==> src/rtl/useq_ctrl_if.sv <==
// Sequencer control bundle: counter readback, micro-op fields and handshakes in;
// counter controls and status out.
interface useq_ctrl_if #(
  parameter int WIDTH = 8,
  parameter int DEPTH = 4
);
  localparam int SPW = $clog2(DEPTH + 1);

  logic [WIDTH-1:0] upc;
  logic [2:0]       op;
  logic [WIDTH-1:0] target;
  logic [WIDTH-1:0] dispatch_addr;
  logic             cond;
  logic             ready;
  logic             stall;
  logic             resume;
  logic             load;
  logic [WIDTH-1:0] preset;
  logic             ce;
  logic             halted;
  logic             fault;
  logic [1:0]       fault_code;
  logic [SPW-1:0]   depth_used;

  modport master (
    output upc, op, target, dispatch_addr, cond, ready, stall, resume,
    input  load, preset, ce, halted, fault, fault_code, depth_used
  );

  modport slave (
    input  upc, op, target, dispatch_addr, cond, ready, stall, resume,
    output load, preset, ce, halted, fault, fault_code, depth_used
  );
endinterface

==> src/rtl/useq_ctrl.sv <==
// Microprogram sequencer control: decodes micro-ops into load/preset/ce for the
// microcode address counter, with a return stack, halt/resume and a ready timeout.
module useq_ctrl #(
  parameter int WIDTH   = 8,
  parameter int DEPTH   = 4,
  parameter int TIMEOUT = 16
) (
  input logic        clk,
  input logic        reset,
  useq_ctrl_if.slave bus
);
  localparam int SPW = $clog2(DEPTH + 1);
  localparam int IW  = (DEPTH > 1) ? $clog2(DEPTH) : 1;
  localparam int WW  = (TIMEOUT > 1) ? $clog2(TIMEOUT) : 1;

  localparam logic [SPW-1:0] DEPTH_V   = SPW'(DEPTH);
  localparam logic [WW-1:0]  WAIT_LAST = WW'(TIMEOUT - 1);

  typedef enum logic [1:0] {
    S_RUN    = 2'd0,
    S_HALTED = 2'd1,
    S_FAULT  = 2'd2
  } state_t;

  typedef enum logic [2:0] {
    OP_NEXT     = 3'd0,
    OP_JUMP     = 3'd1,
    OP_JCOND    = 3'd2,
    OP_CALL     = 3'd3,
    OP_RET      = 3'd4,
    OP_DISPATCH = 3'd5,
    OP_WAITRDY  = 3'd6,
    OP_HALT     = 3'd7
  } op_t;

  state_t           state, state_nx;
  logic [SPW-1:0]   sp, sp_nx;
  logic [WW-1:0]    wait_cnt, wait_nx;
  logic [1:0]       code, code_nx;
  logic             push, pop;
  logic             load_c, ce_c;
  logic [WIDTH-1:0] pre_c;
  logic [WIDTH-1:0] ret_addr;
  logic [WIDTH-1:0] pop_val;
  logic [WIDTH-1:0] stack [DEPTH];
  op_t              op;

  assign op       = op_t'(bus.op);
  assign ret_addr = bus.upc + WIDTH'(1);
  assign pop_val  = stack[IW'(sp - 1'b1)];

  always_ff @(posedge clk or posedge reset) begin
    if (reset) begin
      state    <= S_RUN;
      sp       <= '0;
      wait_cnt <= '0;
      code     <= '0;
    end else begin
      state    <= state_nx;
      sp       <= sp_nx;
      wait_cnt <= wait_nx;
      code     <= code_nx;
    end
  end

  // Stack contents need no reset: sp alone defines which entries are valid.
  always_ff @(posedge clk) begin
    if (push) stack[IW'(sp)] <= ret_addr;
  end

  always_comb begin
    state_nx = state;
    sp_nx    = sp;
    wait_nx  = wait_cnt;
    code_nx  = code;
    push     = 1'b0;
    pop      = 1'b0;
    load_c   = 1'b0;
    ce_c     = 1'b0;
    pre_c    = '0;
    case (state)
      S_RUN: begin
        if (!bus.stall) begin
          wait_nx = '0;
          case (op)
            OP_NEXT: ce_c = 1'b1;
            OP_JUMP: begin
              load_c = 1'b1;
              pre_c  = bus.target;
            end
            OP_JCOND: begin
              if (bus.cond) begin
                load_c = 1'b1;
                pre_c  = bus.target;
              end else begin
                ce_c = 1'b1;
              end
            end
            OP_CALL: begin
              if (sp < DEPTH_V) begin
                push   = 1'b1;
                sp_nx  = sp + 1'b1;
                load_c = 1'b1;
                pre_c  = bus.target;
              end else begin
                state_nx = S_FAULT;
                code_nx  = 2'd1;
              end
            end
            OP_RET: begin
              if (sp != '0) begin
                pop    = 1'b1;
                sp_nx  = sp - 1'b1;
                load_c = 1'b1;
                pre_c  = pop_val;
              end else begin
                state_nx = S_FAULT;
                code_nx  = 2'd2;
              end
            end
            OP_DISPATCH: begin
              load_c = 1'b1;
              pre_c  = bus.dispatch_addr;
            end
            OP_WAITRDY: begin
              if (bus.ready) begin
                ce_c = 1'b1;
              end else if (wait_cnt == WAIT_LAST) begin
                state_nx = S_FAULT;
                code_nx  = 2'd3;
              end else begin
                wait_nx = wait_cnt + 1'b1;
              end
            end
            OP_HALT: state_nx = S_HALTED;
            default: ;
          endcase
        end
      end
      S_HALTED: begin
        if (bus.resume && !bus.stall) begin
          ce_c     = 1'b1;
          state_nx = S_RUN;
        end
      end
      default: ;
    endcase
  end

  assign bus.load       = load_c & ~reset;
  assign bus.ce         = ce_c & ~reset;
  assign bus.preset     = (load_c && !reset) ? pre_c : '0;
  assign bus.halted     = (state == S_HALTED) && !reset;
  assign bus.fault      = (state == S_FAULT) && !reset;
  assign bus.fault_code = reset ? 2'd0 : code;
  assign bus.depth_used = reset ? '0 : sp;

  logic unused_pop;
  assign unused_pop = pop;
endmodule

==> src/flat_wrapper.sv <==
// flat-port wrapper written by rule: the top's interface ports become plain ports
module useq_ctrl_flat 
#(
  parameter int WIDTH   = 8,
  parameter int DEPTH   = 4,
  parameter int TIMEOUT = 16
)
  (clk, reset, bus_upc, bus_op, bus_target, bus_dispatch_addr, bus_cond, bus_ready, bus_stall, bus_resume, bus_load, bus_preset, bus_ce, bus_halted, bus_fault, bus_fault_code, bus_depth_used);
  useq_ctrl_if #(.WIDTH(WIDTH), .DEPTH(DEPTH)) bus_i ();
  input logic clk;
  input logic reset;
  input wire logic [$bits(bus_i.upc)-1:0] bus_upc;
  input wire logic [$bits(bus_i.op)-1:0] bus_op;
  input wire logic [$bits(bus_i.target)-1:0] bus_target;
  input wire logic [$bits(bus_i.dispatch_addr)-1:0] bus_dispatch_addr;
  input wire logic [$bits(bus_i.cond)-1:0] bus_cond;
  input wire logic [$bits(bus_i.ready)-1:0] bus_ready;
  input wire logic [$bits(bus_i.stall)-1:0] bus_stall;
  input wire logic [$bits(bus_i.resume)-1:0] bus_resume;
  output wire logic [$bits(bus_i.load)-1:0] bus_load;
  output wire logic [$bits(bus_i.preset)-1:0] bus_preset;
  output wire logic [$bits(bus_i.ce)-1:0] bus_ce;
  output wire logic [$bits(bus_i.halted)-1:0] bus_halted;
  output wire logic [$bits(bus_i.fault)-1:0] bus_fault;
  output wire logic [$bits(bus_i.fault_code)-1:0] bus_fault_code;
  output wire logic [$bits(bus_i.depth_used)-1:0] bus_depth_used;
  assign bus_i.upc = bus_upc;
  assign bus_i.op = bus_op;
  assign bus_i.target = bus_target;
  assign bus_i.dispatch_addr = bus_dispatch_addr;
  assign bus_i.cond = bus_cond;
  assign bus_i.ready = bus_ready;
  assign bus_i.stall = bus_stall;
  assign bus_i.resume = bus_resume;
  assign bus_load = bus_i.load;
  assign bus_preset = bus_i.preset;
  assign bus_ce = bus_i.ce;
  assign bus_halted = bus_i.halted;
  assign bus_fault = bus_i.fault;
  assign bus_fault_code = bus_i.fault_code;
  assign bus_depth_used = bus_i.depth_used;
  useq_ctrl #(.WIDTH(WIDTH), .DEPTH(DEPTH), .TIMEOUT(TIMEOUT)) u_core (.clk(clk), .reset(reset), .bus(bus_i));
endmodule
==> config.mk <==
export PLATFORM = sky130hd
export DESIGN_NAME = useq_ctrl_flat
export DESIGN_NICKNAME = d
export VERILOG_FILES = /design/src/rtl/useq_ctrl_if.sv /design/src/rtl/useq_ctrl.sv /design/src/flat_wrapper.sv
export SDC_FILE = /design/constraint.sdc
export NUM_CORES = 1
export LEC_CHECK = 0
export CAP_MARGIN = 40
export CORE_ASPECT_RATIO = 0.9
export CORE_UTILIZATION = 50
export DETAILED_ROUTE_END_ITERATION = 8
export GPL_TIMING_DRIVEN = 0
export PLACE_DENSITY_LB_ADDON = 0.1
export SETUP_SLACK_MARGIN = 0.02
export SKIP_CTS_REPAIR_TIMING = 1
export SLEW_MARGIN = 20
export SYNTH_ARGS = -nofsm -noshare
export SYNTH_HDL_FRONTEND = slang
export SYNTH_SLANG_ARGS = --single-unit
export TNS_END_PERCENT = 1
==> constraint.sdc <==
create_clock -name clk -period 2.74 [get_ports clk]
set_clock_uncertainty 0.05 [all_clocks]
set_input_delay 0.548 -clock clk [delete_from_list [all_inputs] [get_ports clk]]
set_output_delay 0.548 -clock clk [all_outputs]
set_load 0.01 [all_outputs]
======== Yosys cells after proc, flatten, opt, wreduce, memory -nomap -nowiden ========
Memories as Yosys holds them, arrays and structs flattened.
Cells that the tools add are included.
storage, ports and cells
  register bits after elaboration ......... 11
  bits in latches ......................... 0
  bits in writable memories ............... 32
  ROM bits ................................ 0
  bits of input ports ..................... 33
  output and inout bits ................... 17
  logic and storage cells ................. 98
  memories kept ........................... 1
memories
  name          depth  width  rd ports  clocked after memory_dff  write ports  RTL line         text
  u_core.stack  4      8      1         0                         1            useq_ctrl.sv:45  logic [WIDTH-1:0] stack [DEPTH];
operators by class
  add/subtract/negate cells ............... 4
  multipliers ............................. 0
  div/mod/pow operators ................... 0
  $lt $le $gt $ge ......................... 1
  equal/unequal tests ..................... 23
  shifts and indexed selects .............. 0
  mux-type cells .......................... 44
  bitwise gates (word level) .............. 4
  reductions and logical operators ........ 17
operators with widths
  cell                                                                      number
  8-bit two-way mux                                                         6
  8-bit one-hot mux with 5 select lines                                     1
  2-bit two-way mux                                                         10
  1-bit two-way mux                                                         14
  3-bit equality test (second input constant)                               4
  4-bit two-way mux                                                         3
  3-bit two-way mux                                                         3
  3-bit inequality test (second input constant)                             3
  8-bit by 1-bit adder with 8-bit output (second input constant)            1
  2-bit by 1-bit inequality test with 1-bit output (second input constant)  4
  2-bit inequality test (second input constant)                             4
  2-bit one-hot mux with 4 select lines                                     1
  8-bit AND reduction                                                       1
  7-bit AND reduction                                                       1
  3-bit by 2-bit equality test with 1-bit output (second input constant)    2
  2-bit one-hot mux with 3 select lines                                     1
  3-bit one-hot mux with 2 select lines                                     1
  3-bit nonzero test                                                        2
  5-bit by 4-bit inequality test with 1-bit output (second input constant)  1
  5-bit AND reduction                                                       1
  4-bit by 1-bit adder with 4-bit output (second input constant)            1
  4-bit equality test (second input constant)                               1
  1-bit logical AND                                                         4
  1-bit one-hot mux with 4 select lines                                     1
  18 further kinds                                                          22

======== Longest topological paths before layout ========
Gate-level depths: netlist (run 1).
  word-level depth ........................ 7
  gate-level depth with buffers ........... 7
  mapped depth without buffers ............ 6

======== Least setup slack after synthesis (run 1) ========
No wires, ideal clock.
  path type ............................... register -> output
  start point ............................. reg u_core.sp[0]
  end point ............................... out bus_preset[0]
  data arrival time ....................... 2064 ps
  required time ........................... 2142 ps
  setup slack ............................. 78 ps
  stages on the path, launching flop included .. 8
  path buffers ............................ 2
  path through ............................ dfrtp_1 > buf_2 > inv_1 > ha_1 > clkbuf_1 > mux4_2 > a222oi_1 > nor2_1
between the ends
  cells in the longest elaborated chain, start to end .. 7
  elaborated cells between the ends (all ways) .. 16
  classes of those cells .................. add/sub: 1; order compare: 1; mux: 11; reduce/logical: 2; memory: 1
ends and longest elaborated chain
  what                                                                               RTL line                           text
  from (decl)                                                                        useq_ctrl.sv:37                    logic [SPW-1:0] sp, sp_nx;
  from (signal assigned)                                                             useq_ctrl.sv:60                    sp <= sp_nx;
  3-bit by 1-bit subtractor with 3-bit output, or another cell as far along          useq_ctrl.sv:50                    assign pop_val = stack[IW'(sp - 1'b1)];
  memory 4 x 8 bit, or another cell as far along                                     --
  8-bit two-way mux / 1-bit one-hot mux with 4 select lines (equally long branches)  useq_ctrl.sv:111, useq_ctrl.sv:85
  8-bit one-hot mux with 5 select lines / 1-bit two-way mux (equally long branches)  useq_ctrl.sv:85, useq_ctrl.sv:83
  8-bit two-way mux / 1-bit two-way mux (equally long branches)                      useq_ctrl.sv:83, useq_ctrl.sv:81
  8-bit two-way mux / 1-bit logical AND (equally long branches)                      useq_ctrl.sv:81, useq_ctrl.sv:152
  8-bit two-way mux *                                                                useq_ctrl.sv:152                   assign bus.preset = (load_c && !reset) ? pre_c : '0;
  to (decl)                                                                          flat_wrapper.sv:21                 output wire logic [$bits(bus_i.preset)-1:0] bus_preset;
Every way passes the cells marked *; elsewhere a longest branch is shown, timed or not.

======== Final worst setup path (run 1) ========
Same ends and word-level chain as after synthesis.

==> impl_metrics.csv, run 1 <==
group,metric,value,unit
floorplanning,pin_count,50,
place,port_buffers,49,
floorplanning,die_area,4772,um^2
grt,antenna_found_initial,0,
synth,syn_area,2250,um^2
synth,synth_edf_count,32,
grt,grt_pass1_vias,1640,
cts,clkTransAtPathRegs,80,ps
run_status,status,"complete, but fails checks",
synth,synth_most_common_cell,"edfxtp_1",
synth,synth_top_cell_by_area,"edfxtp_1",
floorplanning,dieWidth,72.71,um
sta,setup_violations,8,
synth,avgSynthCellArea,12.78,um^2
setup_path,cp.arrival,2280,ps
cts,htreeDepth,2,
setup_path,crit_fanout,5,
floorplanning,core,4184,um^2
final_layout,area_growth,42.83,%
cts,cts-root-buf,"clkbuf_8",
sta,worst_slew_pin_slew,455.5,ps
hold_path,hold_path.class,"reg -> reg",
place,gp_congestion,0.8436,
setup_path,r2r_setup_slack,630,ps
setup_path,critical_path.startpoint_type,"register",
sta,period_needed,2876,ps
sta,clock.fmax,0.3477,GHz
floorplanning,fp-row-count,22,
run,drv_cap,0,
sta,finalCritPeriodShare,1.050,
synth,postSynth.asyncResetShare,0.2558,
grt,track_usage,0.2211,
synth,ys.flop_type,"edfxtp_1",
final_layout,nFillCells,257,
power_and_ir_drop,power_density,704.4,nW/um^2
routing,drt-initial-drc-count,158,
cts,cts_tree,"done",
routing,ant_nets,0,
routing,drt-total-wl,5605,um
final_layout,n_antenna_cell,0,
cts,cts_buffers,5,
synth,synth_commonest_cells,"edfxtp_1, nand2_1, dfrtp_1, nor2_1, mux4_2",
routing,vias_per_cell,5.824,
synth,syn-num-nets,216,
power_and_ir_drop,ir_worst_vdd,0.4702,mV
power_and_ir_drop,power,2263,uW
synth,syn_inst,176,
cts,clk_latency,290,ps
routing,drc,0,
grt,grt_pass1_wl,7783,um
sta,fin_ws,-136.1,ps
grt,grt_overflow,0,
setup_path,path_class,"reg -> out",
routing,wl_per_cell,17.96,um
synth,synth_top_cell_area_share,0.4271,
sta,rsz0062_at_grt,"yes",
sta,hold_viol,0,
power_and_ir_drop,leakage,0.001296,uW
sta,worst_slew_margin_rel,0.6963,
final_layout,drive_gt1_frac,0.2421,
synth,ys_seq_area_frac,0.5495,
floorplanning,dieHeight,65.64,um
run_status,violations,"negative setup slack",
place,dp_hpwl,3539,um
grt,grt_max_degree,15,
sta,drv_slew,0,
floorplanning,initial_core_util,0.5377,
setup_path,required,2140,ps
sta,setup_tns,-777.8,ps
setup_path,critPathCaptureType,"output pin",
synth,synth_seq_cells,43,
cts,clockBufferDepth,2,
synth,synth.distinct_cells,41,
cts,cts.sinks,43,
synth,synth_area_leaders,"edfxtp_1, dfrtp_1, mux4_2",
routing,vias,1817,
synth,ys_warn_count,0,
final_layout,nets,291,
routing,drtPass1Iterations,4,
## final cells by class
class                   count  area, um^2  share of cell area
flip-flops and latches     43        1236              0.3847
clock inverters             1       7.507            0.002336
clock buffers               7       97.59             0.03037
inverters                   8       37.54             0.01168
plain buffers               5       58.81             0.01830
multi-input cells         119        1055              0.3283
well taps                  60       75.07             0.02336
repair buffers             69       645.6              0.2009
## per-layer routing
metal / track usage / up-vias / part of all wire
li1: - / 839 / -
met1: 0.3085 / 881 / 0.43
met2: 0.3376 / 87 / 0.48
met3: 0.05368 / 10 / 0.070
met4: 0.07843 / 0 / 0.018
met5: 0 / - / 0
## power by group
group | switching [uW] | internal (uW) | total [uW]
sequential | 86.2 | 762 | 848
clock | 207 | 235 | 442
combinational | 416 | 557 | 973
total | 709 | 1550 | 2260
## placed cells by master (no fill, tap or decap), types with 2 or more instances in the layout
| cell | synthesis | layout |
|---|---|---|
| a21oi_1 | 7 | 6 |
| clkbuf_8 | 0 | 5 |
| ha_1 | 7 | 6 |
| nor3b_1 | 2 | 2 |
| o31ai_1 | 3 | 3 |
| and3_1 | 5 | 5 |
| nor2b_1 | 5 | 4 |
| nand2b_1 | 5 | 4 |
| clkbuf_2 | 0 | 3 |
| buf_6 | 0 | 3 |
| buf_4 | 2 | 20 |
| a31oi_1 | 3 | 3 |
| mux4_2 | 8 | 8 |
| and2_1 | 5 | 5 |
| dfrtp_1 | 11 | 11 |
| nor2_1 | 11 | 11 |
| o21ai_0 | 7 | 6 |
| or3_1 | 2 | 2 |
| a222oi_1 | 7 | 7 |
| edfxtp_1 | 32 | 32 |
| inv_1 | 7 | 5 |
| clkdlybuf4s50_1 | 0 | 38 |
| xor2_1 | 3 | 3 |
| nor3_4 | 0 | 2 |
| nand3_1 | 5 | 5 |
| nand2_1 | 12 | 12 |
| clkinvlp_4 | 0 | 3 |
| xnor2_1 | 6 | 6 |
| dlymetal6s2s_1 | 0 | 8 |
## stage by stage
stage / setup slack (ps) / instance area, um^2 / hold WS (ps) / util / instances
3_3_place_gp: -751.1 / 2815 / 403.8 / 0.6728 / 285
3_5_place_dp: -799.2 / 2815 / 406.4 / 0.6728 / 285
4_1_cts: -1128 / 2920 / 423.0 / 0.6980 / 293
5_1_grt: -256.2 / 3213 / 463.9 / 0.7679 / 312
2_1_floorplan: 78.08 / 2250 / 363.4 / - / 176
6_report: -136.1 / 3213 / 422.2 / 0.7679 / 312
## logic make-up (layout without fill, tap and decap cells)
family	Yosys count	after routing	synth area share
simple gates	58	58	0.1446
flops	43	43	0.5495
compound gates	35	36	0.1174
buf+inv	15	90	0.03003
xor+xnor	9	9	0.03504
mux	9	9	0.08454
fa+ha+maj	7	7	0.03893
## flip-flops by register name, summed over array words and instances (netlist names)
name             count
u_core.stack        32
u_core.wait_cnt      4
u_core.sp            3
u_core.code          2
u_core.state         2
## worst max-delay path, stage by stage, from the launching register on
cell,delay (ps)
dfrtp_1,440
buf_12,140
clkinvlp_4,120
ha_4,320
buf_4,140
mux4_2,290
a222oi_1,280
nor2_1,70
dlymetal6s2s_1,180
## path summary, 6_finish.rpt
path / startpoint / to / cells after the start
setup reg to reg: u_core.state[1] / u_core.stack[2][4] / 4
max in group asynchronous: reset / u_core.wait_cnt[0] / 3
setup / recovery: u_core.sp[0] / bus_preset[0] / 8
hold reg to reg: u_core.wait_cnt[3] / u_core.wait_cnt[3] / 1
hold / removal: u_core.wait_cnt[3] / u_core.wait_cnt[3] / 1
min in group asynchronous: reset / u_core.code[1] / 3
(Power assumes the default switching activity.)
==> run 2: changes to the inputs <==
--- a/config.mk
+++ b/config.mk
@@ -6,7 +6,6 @@
 export NUM_CORES = 1
 export LEC_CHECK = 0
 export CAP_MARGIN = 40
-export CORE_ASPECT_RATIO = 0.9
 export CORE_UTILIZATION = 50
 export DETAILED_ROUTE_END_ITERATION = 8
 export GPL_TIMING_DRIVEN = 0
==> run 2 against run 1 <==
Compared with the run above:
- the flow still finishes with violations (negative setup slack)
- sequential cell count unchanged
- first-iteration DRC count decreased by 30%
- highest routed layer unchanged
- sequential power decreased by 1%
- global-route usage decreased by 0.93 points
==> impl_metrics.csv, run 2 (synthesis results as in run 1) <==
group,metric,value,unit
floorplanning,die_area,4771,um^2
grt,grt_pass1_vias,1623,
grt,grt_pass1_wl,7852,um
setup_path,crit_fanout,4,
sta,drv_slew,0,
cts,htreeDepth,2,
sta,rsz0062_at_grt,"yes",
routing,drc,0,
floorplanning,dieWidth,69.08,um
sta,fin_ws,-156.6,ps
setup_path,cp_slowest_cell,"clkdlybuf4s50_1",
sta,worst_slew_pin_slew,456.5,ps
setup_path,r2r_setup_slack,660,ps
grt,antenna_found_initial,0,
place,dp_hpwl,3483,um
power_and_ir_drop,power,2363,uW
place,port_buffers,49,
setup_path,crit_buf_inv,4,
cts,cts_tree,"done",
final_layout,final_common_cell,"clkdlybuf4s50_1",
floorplanning,fp-row-count,24,
setup_path,r2r_start,"u_core.state[0]",
grt,grt_overflow,0,
final_layout,biggestRegsByFlops,"u_core.stack x32, u_core.wait_cnt x4, u_core.sp x3",
run_status,violations,"negative setup slack",
setup_path,required,2140,ps
sta,hold_viol,0,
floorplanning,pin_count,50,
grt,track_usage,0.2118,
power_and_ir_drop,power_density,747.2,nW/um^2
final_layout,largest_register_ffs,32,
setup_path,crit_chain,"buf_12, clkinvlp_4, ha_4, nor2b_1, o21ai_2, o2111ai_2, inv_1, clkdlybuf4s50_1",
routing,drt-total-wl,5304,um
place,gp_congestion,0.7890,
place,dp.cells,277,
final_layout,stdcell_count,300,
routing,vias_per_cell,5.797,
setup_path,r2r_end,"u_core.stack[0][0]",
setup_path,path_class,"reg -> out",
setup_path,reg2reg_depth,4,
cts,cts-root-buf,"clkbuf_8",
power_and_ir_drop,ir_worst_vdd,0.4328,mV
run,drv_cap,0,
final_layout,post-route-util,0.7315,
sta,setup_violations,9,
sta,worst_slew_margin_rel,0.6957,
routing,vias,1739,
power_and_ir_drop,leakage,0.001265,uW
sta,setup_tns,-1036,ps
setup_path,crit_end,"bus_load",
hold_path,hold_path.class,"reg -> reg",
sta,finalCritPeriodShare,1.057,
setup_path,cp.arrival,2300,ps
cts,clockBufferDepth,2,
setup_path,critPathCaptureType,"output pin",
final_layout,multi_input_area,1015,um^2
final_layout,drive_gt1_frac,0.2137,
sta,period_needed,2897,ps
grt,grt_max_degree,14,
setup_path,critical_path.startpoint_type,"register",
cts,cts.sinks,43,
final_layout,final_cell_mix,"clkdlybuf4s50_1, edfxtp_1, buf_4, nand2_1",
floorplanning,core,4324,um^2
routing,drtPass1Iterations,4,
final_layout,seq_area,1236,um^2
routing,drt-initial-drc-count,111,
floorplanning,dieHeight,69.08,um
place,dpl_cell_area,2805,um^2
final_layout,final_area,3163,um^2
sta,clock.fmax,0.3452,GHz
setup_path,cp_top_family,"buffers and inverters",
cts,clkTransAtPathRegs,80,ps
final_layout,area_growth,40.60,%
routing,wl_per_cell,17.68,um
setup_path,crit_cells,8,
setup_path,crit_path_max_incr_delay,520,ps
setup_path,cp-startpoint,"u_core.sp[0]",
final_layout,n_antenna_cell,0,
final_layout,regMostFlops,"u_core.stack",
cts,clk_latency,300,ps
cts,cts_buffers,5,
final_layout,nets,287,
run_status,status,"complete, but fails checks",
routing,ant_nets,0,
floorplanning,initial_core_util,0.5203,
final_layout,nFillCells,270,
-- run 2: worst min-delay path by stage --
stage	from	to	slack, ps	depth (start not counted)
after floorplan	reset	u_core.code[0]	360	1
after CTS	u_core.wait_cnt[3]	u_core.wait_cnt[3]	440	1
after global placement	u_core.wait_cnt[3]	u_core.wait_cnt[3]	400	1
after global routing	u_core.wait_cnt[3]	u_core.wait_cnt[3]	460	1
after detailed placement	u_core.wait_cnt[3]	u_core.wait_cnt[3]	430	1
final	u_core.code[1]	u_core.code[1]	450	2
-- run 2: cell type report --
cell class,instances,share of cell area
sequential,43,0.3908
multi-input combinational,119,0.3208
timing repair buffer,64,0.1954
clock buffer,6,0.02294
clock inverter,2,0.01899
buffer,6,0.01859
tap,52,0.02057
inverter,8,0.01187
-- run 2: stage by stage --
step	hold WS, ps	setup slack, ps
floorplan	363.4	78.08
global placement	402.8	-748.6
detailed placement	428.4	-804.3
CTS	437.7	-1138
global route	456.9	-251.1
finish	448.4	-156.6
-- run 2: power breakdown --
part / internal, uW / switching (uW) / leakage (uW)
sequential: 762 / 73.8 / 0.000422
clock: 364 / 216 / 0.0000654
combinational: 544 / 403 / 0.000777
-- run 2: tightest hold or removal path: stages, from the launching register on --
cell,delay (ps)
dfrtp_1,340
o41ai_1,60
o21ai_0,70
-- run 2: metal layers --
layer,share of wire,GRT usage
met1,0.44,0.2784
met2,0.47,0.3387
met3,0.067,0.06287
met4,0.018,0.06803
met5,0,0
